--- src/rtl/uart_pkg.sv ---
// Shared UART encodings: parity selection, transmit FSM states and defaults.
package uart_pkg;

   localparam logic [1:0] PAR_NONE  = 2'b00;
   localparam logic [1:0] PAR_ODD   = 2'b01;
   localparam logic [1:0] PAR_EVEN  = 2'b10;
   localparam logic [1:0] PAR_NONE2 = 2'b11;

   localparam int unsigned CLKS_PER_BIT_DEF = 16;
   localparam int unsigned DATA_BITS_DEF    = 8;

   typedef enum logic [2:0] {
      IDLE,
      START,
      DATA,
      PARITY,
      STOP
   } tx_state_t;

   // True when the frame carries a parity bit.
   function automatic logic parity_enabled(input logic [1:0] ptype);
      return (ptype == PAR_ODD) || (ptype == PAR_EVEN);
   endfunction

endpackage

--- src/rtl/uart_parity.sv ---
// Parity bit generator: odd/even parity over one data word, 0 when disabled.
module uart_parity
   import uart_pkg::*;
#(
   parameter int unsigned DATA_BITS = DATA_BITS_DEF
) (
   input  logic [DATA_BITS-1:0] data_i,
   input  logic [1:0]           parity_type_i,
   output logic                 par_bit_c_o
);

   logic xor_c;

   assign xor_c = ^data_i;

   // Odd parity needs the inverse of the data XOR so the total count is odd.
   always_comb begin
      par_bit_c_o = 1'b0;
      case (parity_type_i)
         PAR_ODD:             par_bit_c_o = ~xor_c;
         PAR_EVEN:            par_bit_c_o = xor_c;
         PAR_NONE, PAR_NONE2: par_bit_c_o = 1'b0;
         default:             par_bit_c_o = 1'b0;
      endcase
   end

endmodule

--- src/rtl/uart_tx_ctrl.sv ---
// UART transmit frame controller: start, 8 data bits LSB first, optional
// parity and 1 or 2 stop bits, each held CLKS_PER_BIT clocks.
module uart_tx_ctrl
   import uart_pkg::*;
#(
   parameter int unsigned CLKS_PER_BIT = CLKS_PER_BIT_DEF,
   parameter int unsigned DATA_BITS    = DATA_BITS_DEF
) (
   input  logic                 clk,
   input  logic                 rst,
   input  logic                 tx_start,
   input  logic [DATA_BITS-1:0] data_in,
   input  logic [1:0]           parity_type,
   input  logic                 stop_bits,
   output logic                 tx_out,
   output logic                 busy,
   output logic                 tx_done
);

   localparam int unsigned CNT_W = (CLKS_PER_BIT > 1) ? $clog2(CLKS_PER_BIT) : 1;
   localparam int unsigned BIT_W = (DATA_BITS > 1) ? $clog2(DATA_BITS) : 1;

   tx_state_t            state_q, state_d;
   logic [CNT_W-1:0]     cnt_q, cnt_d;
   logic [BIT_W-1:0]     bit_q, bit_d;
   logic [DATA_BITS-1:0] data_q, data_d;
   logic [1:0]           ptype_q, ptype_d;
   logic                 stop2_q, stop2_d;
   logic                 tx_q, tx_d;
   logic                 busy_q, busy_d;
   logic                 done_q, done_d;
   logic                 bit_end_c;
   logic                 par_bit_c;

   assign bit_end_c = (cnt_q == CNT_W'(CLKS_PER_BIT - 1));

   uart_parity #(
      .DATA_BITS (DATA_BITS)
   ) u_parity (
      .data_i        (data_q),
      .parity_type_i (ptype_q),
      .par_bit_c_o   (par_bit_c)
   );

   // State, counters, shadow registers and registered outputs.
   always_ff @(posedge clk) begin
      if (rst) begin
         state_q <= IDLE;
         cnt_q   <= '0;
         bit_q   <= '0;
         data_q  <= '0;
         ptype_q <= PAR_NONE;
         stop2_q <= 1'b0;
         tx_q    <= 1'b1;
         busy_q  <= 1'b0;
         done_q  <= 1'b0;
      end else begin
         state_q <= state_d;
         cnt_q   <= cnt_d;
         bit_q   <= bit_d;
         data_q  <= data_d;
         ptype_q <= ptype_d;
         stop2_q <= stop2_d;
         tx_q    <= tx_d;
         busy_q  <= busy_d;
         done_q  <= done_d;
      end
   end

   // Frame sequencing; the line level is derived from the next state so it
   // changes on the same edge as the state.
   always_comb begin
      state_d = state_q;
      cnt_d   = cnt_q;
      bit_d   = bit_q;
      data_d  = data_q;
      ptype_d = ptype_q;
      stop2_d = stop2_q;
      busy_d  = busy_q;
      done_d  = 1'b0;
      tx_d    = 1'b1;

      if (state_q != IDLE) begin
         cnt_d = bit_end_c ? '0 : cnt_q + CNT_W'(1);
      end

      case (state_q)
         IDLE: begin
            if (tx_start) begin
               state_d = START;
               data_d  = data_in;
               ptype_d = parity_type;
               stop2_d = stop_bits;
               cnt_d   = '0;
               bit_d   = '0;
               busy_d  = 1'b1;
            end
         end
         START: begin
            if (bit_end_c) begin
               state_d = DATA;
               bit_d   = '0;
            end
         end
         DATA: begin
            if (bit_end_c) begin
               if (bit_q == BIT_W'(DATA_BITS - 1)) begin
                  bit_d   = '0;
                  state_d = parity_enabled(ptype_q) ? PARITY : STOP;
               end else begin
                  bit_d = bit_q + BIT_W'(1);
               end
            end
         end
         PARITY: begin
            if (bit_end_c) begin
               state_d = STOP;
               bit_d   = '0;
            end
         end
         STOP: begin
            // bit_q counts stop bits already sent.
            if (bit_end_c) begin
               if (stop2_q && (bit_q == '0)) begin
                  bit_d = BIT_W'(1);
               end else begin
                  state_d = IDLE;
                  bit_d   = '0;
                  busy_d  = 1'b0;
                  done_d  = 1'b1;
               end
            end
         end
         default: begin
            state_d = IDLE;
            busy_d  = 1'b0;
         end
      endcase

      case (state_d)
         START:   tx_d = 1'b0;
         DATA:    tx_d = data_q[bit_d];
         PARITY:  tx_d = par_bit_c;
         default: tx_d = 1'b1;
      endcase
   end

   assign tx_out  = tx_q;
   assign busy    = busy_q;
   assign tx_done = done_q;

endmodule

--- config.mk ---
export PLATFORM = sky130hd
export DESIGN_NAME = uart_tx_ctrl
export DESIGN_NICKNAME = d
export VERILOG_FILES = /design/src/rtl/uart_pkg.sv /design/src/rtl/uart_parity.sv /design/src/rtl/uart_tx_ctrl.sv
export SDC_FILE = /design/constraint.sdc
export NUM_CORES = 1
export LEC_CHECK = 0
export BUFFER_PORTS_ARGS = -buffer_cell sky130_fd_sc_hd__buf_2
export CAP_MARGIN = 25
export CORE_MARGIN = 4
export CORE_UTILIZATION = 60
export CTS_BUF_LIST = sky130_fd_sc_hd__clkbuf_4 sky130_fd_sc_hd__clkbuf_8 sky130_fd_sc_hd__clkbuf_16
export DETAILED_ROUTE_END_ITERATION = 12
export GPL_ROUTABILITY_DRIVEN = 0
export PLACE_DENSITY = 0.82
export SYNTH_ARGS = -nofsm -noshare
export SYNTH_HDL_FRONTEND = slang
export SYNTH_SLANG_ARGS = --single-unit
--- constraint.sdc ---
create_clock -name clk -period 3.9 [get_ports clk]
set_clock_uncertainty 0.1 [all_clocks]
set_input_delay 0.585 -clock clk [delete_from_list [all_inputs] [get_ports clk]]
set_output_delay 0.585 -clock clk [all_outputs]
set_load 0.01 [all_outputs]
# Yosys cells after proc, flatten, opt, wreduce, memory -nomap -nowiden
# Cells that the tools add are included.
# op_classes
n_eq_ne	15
bitwise_logic	4
reduce_logical	13
n_addsub	2
muxes	29
magnitude_cmp	1
# op_table
cell	count
two-way mux 3 bit	13
two-way mux 4 bit	4
case mux 3 bit (5 select lines)	1
equality test 3 x 2 -> 1 bit (second input constant)	4
case mux 3 bit (4 select lines)	1
case mux 1 bit (3 select lines)	3
XOR reduction 8 bit	1
equality test 3 x 1 -> 1 bit (second input constant)	2
equality test 3 bit (second input constant)	2
zero test 3 bit	2
two-way mux 1 bit	6
!= test 2 bit (second input constant)	3
OR reduction 3 bit	2
adder 4 x 1 -> 4 bit (second input constant)	1
equality test 2 bit (second input constant)	2
equality test 4 bit (second input constant)	1
< comparator 3 x 4 -> 1 bit (second input constant)	1
NOT 1 bit	4
AND reduction 4 bit	1
OR reduction 2 bit	2
adder 3 x 1 -> 3 bit (second input constant)	1
binary-select mux 1 bit (select 3 bit)	1
nonzero test 3 bit	1
equality test 2 x 1 -> 1 bit (second input constant)	1
4 further kinds	4
# word_totals
output_inout_bits	3
elab_cells	73
in_bits	14
register_bits	24

# Logic depth before layout (Yosys ltp)
# logic_depth
word_depth	8
mapped_depth	8
mapped_depth_nobuf	8

# By module
# A second synthesis with hierarchy kept.
# unflattened
hier_cells	159
hier_area_um2	1343.8
# by_module_without_submodules
mod	area_per_inst_um2	cells_per_inst	n_inst	seq_area_each_um2
uart_tx_ctrl	1260.0	149	1	480.5
uart_parity	83.8	10	1	0.0

# Worst setup path before layout
# OpenSTA, ideal clock, no wires.
# synth_timing
path_kind	in2reg
startpoint	input port tx_start
endpoint	register tx_q (netlist: tx_out)
setup_slack_ps	1945
setup_time_ps	133
required_time_ps	3667
n_path_buf	0
arrival_ps	1722
stages	6
path_cell_list	or3b_1 > a21oi_1 > o22a_2 > o2111ai_1 > nand4_1 > a32oi_1
# synth_between
elab_chain_cells	5
# synth_rtl
element	line	text
start: declaration	uart_tx_ctrl.sv:11	input logic tx_start,
two-way mux 3 bit	uart_tx_ctrl.sv:89	if (tx_start) begin
case mux 3 bit (4 select lines)	uart_tx_ctrl.sv:87	case (state_q)
binary-select mux 1 bit (select 3 bit)	uart_tx_ctrl.sv:142	DATA: tx_d = data_q[bit_d];
two-way mux 1 bit (not written as such)	uart_tx_ctrl.sv:142	
case mux 1 bit (3 select lines) *	uart_tx_ctrl.sv:140	case (state_d)
end signal: assignment	uart_tx_ctrl.sv:64	tx_q <= tx_d;
end: declaration	uart_tx_ctrl.sv:29	logic tx_q, tx_d;
# Mark *: on every way between the ends. The rest lies on a longest branch, timed or not. The select of a mux whose other input is x is not followed.
# A chain may end at the register's enable or synchronous reset.

# Worst setup path after layout
# layout_timing
startpoint	register state_q[2]
endpoint	register tx_q (netlist: tx_out)
# layout_between
elab_chain_cells	6
# layout_rtl
element	line	text
start: declaration	uart_tx_ctrl.sv:23	tx_state_t state_q, state_d;
start signal: assignment	uart_tx_ctrl.sv:58	state_q <= state_d;
equality test 3 x 2 -> 1 bit / equality test 3 x 1 -> 1 bit (equally long branches)	uart_tx_ctrl.sv:87	
OR reduction 2 bit (no source line)	n/a	
case mux 3 bit (4 select lines)	uart_tx_ctrl.sv:87	
binary-select mux 1 bit (select 3 bit)	uart_tx_ctrl.sv:142	
two-way mux 1 bit (not written as such)	uart_tx_ctrl.sv:142	
case mux 1 bit (3 select lines) *	uart_tx_ctrl.sv:140	
# Marks and branches as above.

==> impl_results.md <==
- Outcome: completed
- Initial Utilization: about two thirds
- Worst Setup SP: state_q[2]
- Slew at the pin closest to its max-slew limit: 0.731 ns
- DIE AREA: between 2000 and 3000 um^2
- Port bufs: 16
- Reg-to-reg startpoint: state_q[2]
- Crit path buffers/inverters: 0
- Slew Limit Headroom: 51.1%
- Crit path arrival time: 2.38 ns
- Post-synth ARST share: 0%
- Vias per std cell: 6.11
- Hold_buf cts: 0
- Clock tree buffer depth: 2
- Detail Route Antenna Nets: 0
- Vias in the first global route: roughly 1200
- # rows: 16
- Top Ports: 17
- CP endpoint: tx_out
- Crit path depth: 6
- Worst R2R Path Depth: 6
- Max Transition Viols Final: 0
- Setup TNS Final: 0 ns
- Root Buffer: clkbuf_4
- Wire length per cell: 13.8 um
- Final Hold Fails: 0
- Utilization after layout: 69.8%
- Max Clk Rate: approximately 440 MHz
- Setup violators final: 0
- Cell count after synthesis: between 150 and 200
- Worst path slowest cell: dfxtp_1
- Worst vdd ir: 0.000237 V
- Setup crit start kind: flop
- Comb pwr share: 14.4%
- RSZ-0062 raised after global routing: no
- Distinct cells, synth: 39
- DRC viols: 0
- Switching power: 0.000113 W
- Worst path required time: 3.98 ns
- Layout cell share with drive strength beyond 1: 12.1%
- Synth area leaders: dfxtp_1 37%, nand2_1 7.2%, a21oi_1 6.9%
- Gr usage total: between 20 and 25%
- Reg power frac: a little over 60%
- Hold Crit Class: reg2reg
- Postcts setup bufs: 0
- CORE AREA: between 2000 and 2500 um^2
- P per Cell Area: 306 nW/um^2
- Synthesis-stage register bit count: 24
- Max-cap viol count: 0
- Mapped cell area: ~1300 um^2
- # diodes: 0
- Register area share after synthesis: 36.6%
- Antenna violations before repair: 0
- Largest net degree at the start of global routing: 24
- CP max stage delay: 0.56 ns
- Yosys top cell area share: a little over a third
- # resized after CTS: 0
- Leakage: about 0.53 nW
- Worst-Skew Late Latency: 0.30 ns
- Width of the die: 54.8 um
- Gr ovfl total: 0
- Final nets: just under 200
- Total nets after synthesis: ~180
- Syn Area/Cell: a little over 8 um^2
- Cell taking the most area after synthesis: dfxtp_1
- First-pass GRT wire length: ~4.9 mm
- Max Fanout on Critical Path: 11
- Clock network power share: 24.3%
- CP Class: reg2reg
- Yosys synthesis warning count: 0
- Int Power: 0.000319 W
- H-tree depth: 1
- Clock transition at the registers of the reported paths: 0.13 ns
- Area Growth Syn to Fin: 7.63%
- Vias: roughly 1200
- Post-synth EDFFs: 0
- Initial drt markers: 33
- Final min period: 2.29 ns
- CP top delay family: compound AO/OA/AOI/OAI gates
- Crit Reg-Reg Endpoint: tx_out
- Routed WL: 2.77 mm
- CTS tree: yes
- CTS Sinks: 24
- Hpwl dp: ~2.1 mm
- TritonCTS Buffers: 3
- TritonRoute pass-1 iters: 4
- Chip height: 54.8 um
- FF-to-FF setup slack: 1.61 ns
- Fin crit share: 58.8%
- Ys flop type: dfxtp_1
- Worst path cell trace: or3b_1 -> o31ai_2 -> o22a_2 -> o2111ai_1 -> nand4_1 -> a32oi_1
- Switching Fraction: 26.1%
- Endpoint class of the critical path: flop
## how the worst min path moves through the flow
stage / cells after the start / start / to
2_1_floorplan: 2 / stop2_q / stop2_q
3_3_place_gp: 2 / stop2_q / stop2_q
3_5_place_dp: 2 / stop2_q / stop2_q
4_1_cts: 2 / stop2_q / stop2_q
5_1_grt: 3 / data_in[1] / data_q[1]
6_report: 2 / stop2_q / stop2_q
## cell families after synthesis
| group | after synthesis | synth area share (%) |
|---|---|---|
| XOR/XNOR | 7 | 4.68 |
| adder cells (fa/ha/maj) | 7 | 6.68 |
| flip-flops | 24 | 36.6 |
| AND/OR/NAND/NOR | 61 | 22.8 |
| AO/OA/AOI/OAI | 45 | 23.6 |
| buffers and inverters | 17 | 5.63 |
## flip-flops by register name, indices dropped and copies added (netlist names)
name and flops:
data_q 8, ptype_q 2, cnt_q 4, tx_out 1, state_q 3, stop2_q 1, busy 1, bit_q 3
tx_done 1
## power groups by stage
stage          combinational [W]  sequential [W]  clock [W]
6_report               0.0000623        0.000264   0.000105
5_1_grt                0.0000707        0.000266   0.000122
4_1_cts                0.0000624        0.000264   0.000106
3_5_place_dp           0.0000621        0.000270          0
3_3_place_gp           0.0000591        0.000269          0
2_1_floorplan          0.0000471        0.000267          0
## synthesized netlist by cell type, types with 2 or more instances
master / n
a32o_1: 2
a32oi_1: 3
nand2b_1: 2
nor3_1: 5
xnor2_1: 7
a21oi_1: 18
o21ai_0: 5
o2111ai_1: 5
ha_1: 7
dfxtp_1: 24
o221ai_1: 4
nor2_1: 10
and3_1: 2
clkbuf_1: 4
nand2_1: 25
or3_1: 2
or3b_1: 2
inv_1: 10
nand3_1: 3
buf_2: 2
## metrics by stage
stage | instances | setup WS (ns) | power (W) | cell area (um^2) | hold WS [ns]
after global routing | 200 | 1.48 | 0.000459 | 1410 | 0.397
after detailed placement | 197 | 1.67 | 0.000332 | 1390 | 0.369
final | 200 | 1.61 | 0.000431 | 1410 | 0.383
after global placement | 197 | 1.75 | 0.000328 | 1390 | 0.351
after floorplan | 161 | 1.95 | 0.000315 | 1310 | 0.332
after CTS | 200 | 1.63 | 0.000433 | 1410 | 0.386
## per-layer routing
| metal | share of wire [%] | vias to the layer above | wire length [um] | track usage, % |
|---|---|---|---|---|
| li1 | - | 603 | - | - |
| met2 | 48 | 40 | 1340 | 37.0 |
| met1 | 45 | 571 | 1240 | 29.4 |
| met4 | 1.1 | 0 | 31 | 4.15 |
| met3 | 5.8 | 8 | 160 | 3.81 |
| met5 | 0 | - | 0 | 0 |
## worst register-to-register path: stages (launching register included)
cell and delay, ns:
dfxtp_1 0.56, or3b_1 0.47, o31ai_2 0.45, o22a_2 0.26, o2111ai_1 0.11, nand4_1 0.13
a32oi_1 0.09
## cell usage in the layout, fill, tap and decap left out, types with 2 or more instances in the layout
| cell | instances |
|---|---|
| o221ai_1 | 4 |
| a32oi_1 | 3 |
| or3_1 | 2 |
| a21oi_1 | 18 |
| clkbuf_4 | 3 |
| dfxtp_1 | 24 |
| a32o_1 | 2 |
| nor3_1 | 5 |
| nand2b_1 | 2 |
| nand3_1 | 3 |
| o2111ai_1 | 5 |
| nand2_1 | 25 |
| nor2_1 | 10 |
| inv_1 | 10 |
| ha_1 | 7 |
| buf_2 | 16 |
| and3_1 | 2 |
| o21ai_0 | 5 |
| xnor2_1 | 7 |
| or3b_1 | 2 |
## cell type report
type                    count  area (um^2)
multi-input cells         120          757
flip-flops and latches     24          480
clock buffers               3         22.5
well taps                  27         33.8
fillers                   177          611
inverters                  10         37.5
repair buffers             16         80.1
No activity file was read; power rests on OpenSTA's default activity.
